==> src/rtl/stim_pattern_gen.sv <==
// rtl/stim_pattern_gen.sv - multi-channel stimulus sequencer with zero/counter/walking-one/LFSR patterns
// Optional loopback checker (resp, err_cnt, err_flag) is enabled by defining STIM_CHECK_EN.
module stim_pattern_gen #(
    parameter int CH_NUM = 4,
    parameter int DW     = 4,
    parameter int LEN_W  = 16,
    parameter int HOLD_W = 8
) (
    input  logic                     clk,
    input  logic                     rst,
    input  logic                     start,
    input  logic [1:0]               mode,
    input  logic [LEN_W-1:0]         len,
    input  logic [HOLD_W-1:0]        hold,
    input  logic                     pause,
`ifdef STIM_CHECK_EN
    input  logic [CH_NUM*DW-1:0]     resp,
    output logic [15:0]              err_cnt,
    output logic                     err_flag,
`endif
    output logic [CH_NUM*DW-1:0]     stim,
    output logic                     stim_vld,
    output logic                     busy,
    output logic                     done,
    output logic [LEN_W-1:0]         step_cnt
);
    localparam int W = CH_NUM * DW;
    localparam logic [15:0] SEED = 16'hACE1;

    typedef enum logic [1:0] {S_IDLE, S_RUN, S_HOLD, S_DONE} state_t;

    state_t            state;
    logic [1:0]        mode_r;
    logic [LEN_W-1:0]  len_r;
    logic [HOLD_W-1:0] hold_r;
    logic [HOLD_W-1:0] hold_cnt;
    logic [15:0]       lfsr;
    logic              adv;
    logic              last_vec;

    function automatic logic [15:0] lfsr_next(input logic [15:0] l);
        return l[0] ? ((l >> 1) ^ 16'hB400) : (l >> 1);
    endfunction

    function automatic logic [W-1:0] vec_of(input logic [1:0] m, input logic [LEN_W-1:0] idx,
                                            input logic [15:0] l);
        logic [W-1:0] v;
        logic [63:0]  rep;
        v   = '0;
        rep = {4{l}};
        case (m)
            2'd1: for (int k = 0; k < CH_NUM; k++) v[k*DW +: DW] = DW'(idx + LEN_W'(k));
            2'd2: v = W'(1) << (32'(idx) % W);
            2'd3: v = rep[W-1:0];
            default: v = '0;
        endcase
        return v;
    endfunction

    // A vector ends after its RUN cycle (hold=0) or after its last HOLD cycle.
    always_comb begin
        adv      = 1'b0;
        last_vec = (step_cnt == len_r - LEN_W'(1));
        if (!pause) begin
            if (state == S_RUN && hold_r == '0)
                adv = 1'b1;
            if (state == S_HOLD && hold_cnt == HOLD_W'(1))
                adv = 1'b1;
        end
    end

    assign stim_vld = (state == S_RUN) && !pause;

    always_ff @(posedge clk) begin
        if (rst) begin
            state    <= S_IDLE;
            mode_r   <= '0;
            len_r    <= '0;
            hold_r   <= '0;
            hold_cnt <= '0;
            lfsr     <= SEED;
            stim     <= '0;
            busy     <= 1'b0;
            done     <= 1'b0;
            step_cnt <= '0;
        end else begin
            done <= 1'b0;
            case (state)
                S_IDLE: begin
                    if (start) begin
                        mode_r   <= mode;
                        len_r    <= len;
                        hold_r   <= hold;
                        lfsr     <= SEED;
                        step_cnt <= '0;
                        if (len != '0) begin
                            state <= S_RUN;
                            busy  <= 1'b1;
                            stim  <= vec_of(mode, '0, SEED);
                        end else begin
                            state <= S_DONE;
                            done  <= 1'b1;
                        end
                    end
                end
                S_RUN: begin
                    if (!pause && hold_r != '0) begin
                        state    <= S_HOLD;
                        hold_cnt <= hold_r;
                    end
                end
                S_HOLD: begin
                    if (!pause && hold_cnt != HOLD_W'(1))
                        hold_cnt <= hold_cnt - HOLD_W'(1);
                end
                default: state <= S_IDLE;
            endcase

            if (adv) begin
                if (last_vec) begin
                    state    <= S_DONE;
                    done     <= 1'b1;
                    busy     <= 1'b0;
                    stim     <= '0;
                    step_cnt <= '0;
                end else begin
                    state    <= S_RUN;
                    step_cnt <= step_cnt + LEN_W'(1);
                    lfsr     <= lfsr_next(lfsr);
                    stim     <= vec_of(mode_r, step_cnt + LEN_W'(1), lfsr_next(lfsr));
                end
            end
        end
    end

`ifdef STIM_CHECK_EN
    always_ff @(posedge clk) begin
        if (rst || (state == S_IDLE && start)) begin
            err_cnt  <= '0;
            err_flag <= 1'b0;
        end else if (stim_vld && resp != stim) begin
            if (err_cnt != 16'hFFFF)
                err_cnt <= err_cnt + 16'd1;
            err_flag <= 1'b1;
        end
    end
`endif

endmodule

==> config.mk <==
export PLATFORM = sky130hd
export DESIGN_NAME = stim_pattern_gen
export DESIGN_NICKNAME = d
export VERILOG_FILES = /design/src/rtl/stim_pattern_gen.sv
export SDC_FILE = /design/constraint.sdc
export NUM_CORES = 1
export LEC_CHECK = 0
export ABC_CLOCK_PERIOD_IN_PS = 6100
export CAP_MARGIN = 20
export CORE_MARGIN = 8
export CORE_UTILIZATION = 40
export CTS_BUF_LIST = sky130_fd_sc_hd__clkbuf_4
export DETAILED_ROUTE_END_ITERATION = 10
export PLACE_DENSITY = 0.64
export SYNTH_ARGS = -nofsm -noshare
export SYNTH_HDL_FRONTEND = slang
export SYNTH_SLANG_ARGS = --single-unit
==> constraint.sdc <==
create_clock -name clk -period 6.1 [get_ports clk]
set_input_delay 0.61 -clock clk [delete_from_list [all_inputs] [get_ports clk]]
set_output_delay 0.61 -clock clk [all_outputs]
set_load 0.01 [all_outputs]
==> impl_metrics.toml <==
[logic_synthesis]
yosys.area_share.simple = 0.2494
synth_compound_area_frac = 0.2443
synth_edf_count = 0
yosysWarnings = 0
synth_area_sq_um = 4942
synth_adder_area_share = 0.03544
synth_top_family_by_area = "simple AND/OR/NAND/NOR gates"
synth-async-reset-ratio = 0
synth_cell_type_count = 62
synth_top_area_share = 0.3484
synth-xor-area-share = 0.04430
synth_area_per_cell_sq_um = 7.734
synth_cells = 639
yosys_register_bits = 86
synth.top_cells.by_area = "dfxtp_1 35%, nand2_1 7.7%, a21oi_1 6.6%"
synth_mux_area_frac = 0.01241
yosysTopAreaCell = "dfxtp_1"
synth_top_flop_cell = "dfxtp_1"
yosysSeqAreaShare = 0.3484
syn-num-nets = 683

[timing]
rsz0062_at_grt = "no"
finalHoldViolCount = 0
setup_slack_ps = 2639
fin_crit_ps = 3461
period_share = 0.5674
slew_headroom = 0.2829
slew_violations = 0
tns_ps = 0
max_freq_mhz = 288.9
final-setup-viol-count = 0
worstMarginPinSlew_ps = 1066
fin_skew_ps = 15.72

[cts]
hold_buffers = 0
clk_pin_slew_ps = 140
insertion_delay_ps = 460
root_buffer = "clkbuf_4"
cts.sinks = 86
cts-resized-gates = 0
h-tree-depth = 3
tritoncts = "built"
clockBufferDepth = 2
cts_buffers = 9
postCtsSetupBuffers = 0

[drt]
post_drt_wl_per_cell_microns = 16.51
num_vias = 4849
routed_via_density = 5.732
drc = 0
ant_nets = 0
first_pass_iters = 5
routed_wirelength_mm = 13.97
drt_iter0_drc = 449

[cells_and_area]
nets = 716
drive_above_1_share = 0.05465
multi_input_area_sq_um = 2907
fillers = 1194
area_delta_synth_final_pct = 17.34
regArea_sq_um = 1722
final_cells = 846

[worst_setup_path]
slowest_delay_ps = 900
worst_r2r_endpoint = "step_cnt[14]"
crit_path_start = "len_r[0]"
crit_type = "reg2reg"
regToRegSetupSlack_ps = 2640
startpoint_type = "flip-flop"
ff2ff_path_depth = 9
critPathSlowestCell = "and4_1"
path_max_fanout = 26
r2r-start = "len_r[0]"
cp-end-kind = "flip-flop"
crit_path_end = "step_cnt[14]"
path_cells = "inv_1 -> ha_1 -> or3b_2 -> xnor2_1 -> or3_2 -> a311oi_2 -> and4_1 -> or4_1 -> a31oi_1"
worstPathArrival_ps = 3790
worstPathRequired_ps = 6430

[run]
drv_cap = 0

[global_routing]
grtUsageMet3 = 0.03328
grt_pass1_wl_mm = 22.84
grtUsageMet2 = 0.2728
grt_max_degree = 50
met1_usage = 0.2185
grt_usage = 0.1709
overflow = 0
busiest_layer = "met2"
antenna_found_initial = 1
grt_pass1_vias = 4555

[place]
dpl.cell_count = 828
gp_congestion = 0.9013
io_buffer_count = 64
dp_hpwl_mm = 9.811
dp_slack_ps = 2651

[hold_path]
hold_class = "reg2reg"

[floorplanning]
die-width_microns = 127.2
ioPinCount = 65
die_y_microns = 127.2
start_util = 0.4098
row_count = 40
die_area_sq_um = 16170
coreArea_sq_um = 12060

[power]
ir_drop_mv = 0.1795
p_leak_nw = 1.866
power_density_nw_per_um2 = 339.3

[run_status]
run_status = "finished, final reports clean"
placed cells by master (no fill, tap or decap), types with 6 or more instances in the layout:
cell type          n
clkbuf_4           9
a31oi_1           11
nor2_1            32
and3_1             7
clkdlybuf4s50_1   63
o211ai_1          12
dfxtp_1           86
a221oi_1          13
nor2b_1            8
a211oi_1          16
a21oi_1           64
o2bb2ai_1          6
o21ai_0           25
or4_1             10
xor2_1             8
o21ai_1            6
nor3_1            12
xnor2_1           17
nand4_1           14
nand2_1          101
inv_1             24
buf_4              7
nand3_1           29
ha_1              14
nor4_1            11
how the worst min path moves through the flow:
stage | start | end | slack (ps) | depth (start not counted)
2_1_floorplan | hold_r[6] | hold_r[6] | 440 | 2
3_3_place_gp | stim[3] | stim[3] | 450 | 2
3_5_place_dp | stim[2] | stim[2] | 450 | 2
4_1_cts | stim[2] | stim[2] | 460 | 2
5_1_grt | stim[2] | stim[2] | 480 | 2
6_report | stim[2] | stim[2] | 460 | 2
layer usage:
metal,routed length (microns),vias up
li1,-,2396
met1,6441,2298
met2,6424,135
met3,816,20
met4,282,0
met5,0,-
cell type report:
| type | count | area share |
|---|---|---|
| Inverter | 24 | 0.01553 |
| Clock buffer | 9 | 0.01165 |
| Antenna cell | 1 | 0.0004315 |
| Multi-Input combinational cell | 480 | 0.5012 |
| Timing Repair Buffer | 71 | 0.1187 |
| Clock inverter | 7 | 0.01942 |
| Sequential cell | 86 | 0.2969 |
| Tap cell | 168 | 0.03625 |
synthesized netlist by cell type (7+ instances only):
master	instances
a211oi_1	16
a21oi_1	65
a221oi_1	13
a31oi_1	11
and3_1	7
clkbuf_1	34
dfxtp_1	86
ha_1	14
inv_1	24
nand2_1	101
nand3_1	29
nand4_1	14
nor2_1	32
nor2b_1	8
nor3_1	12
nor4_1	11
o211ai_1	12
o21ai_0	25
or4_1	10
xnor2_1	17
xor2_1	8
logic make-up after synthesis:
group | after synthesis
xor gates and xnor gates | 25
DFF | 86
adders and majority gates | 14
muxes | 6
buffers and inverters | 73
and+or+nand+nor | 250
AOI/OAI and AO/OA | 185
sequential cells by signal (all words and copies together), names as in the netlist:
signal / count
len_r: 16
lfsr: 16
step_cnt: 16
stim: 16
hold_cnt: 8
hold_r: 8
mode_r: 2
state: 2
busy: 1
done: 1
worst max-delay path: cells and delay by family, from the launching register on:
| kind | cells | cell delay (ps) |
|---|---|---|
| simple gates | 4 | 2140 |
| flops | 1 | 380 |
| compound gates | 2 | 360 |
| fa+ha+maj | 1 | 190 |
| xor+xnor | 1 | 180 |
| buf+inv | 1 | 80 |
per-stage QoR:
| step | hold slack [ps] | total power [mW] | area, sq um | util |
|---|---|---|---|---|
| global placement | 445.6 | 1.536 | 5609 | 0.4650 |
| floorplan | 444.2 | 1.317 | 4942 | - |
| finish | 458.7 | 1.968 | 5799 | 0.4808 |
| global route | 479.4 | 2.100 | 5799 | 0.4808 |
| CTS | 464.9 | 1.967 | 5789 | 0.4800 |
| detailed placement | 446.4 | 1.558 | 5609 | 0.4650 |
power breakdown:
| part | switching, mW | internal (mW) | leakage [nW] |
|---|---|---|---|
| combinational | 0.485 | 0.328 | 1.07 |
| sequential | 0.0902 | 0.654 | 0.701 |
| clock | 0.205 | 0.205 | 0.0973 |
| total | 0.780 | 1.19 | 1.87 |
(Power assumes the default switching activity.)
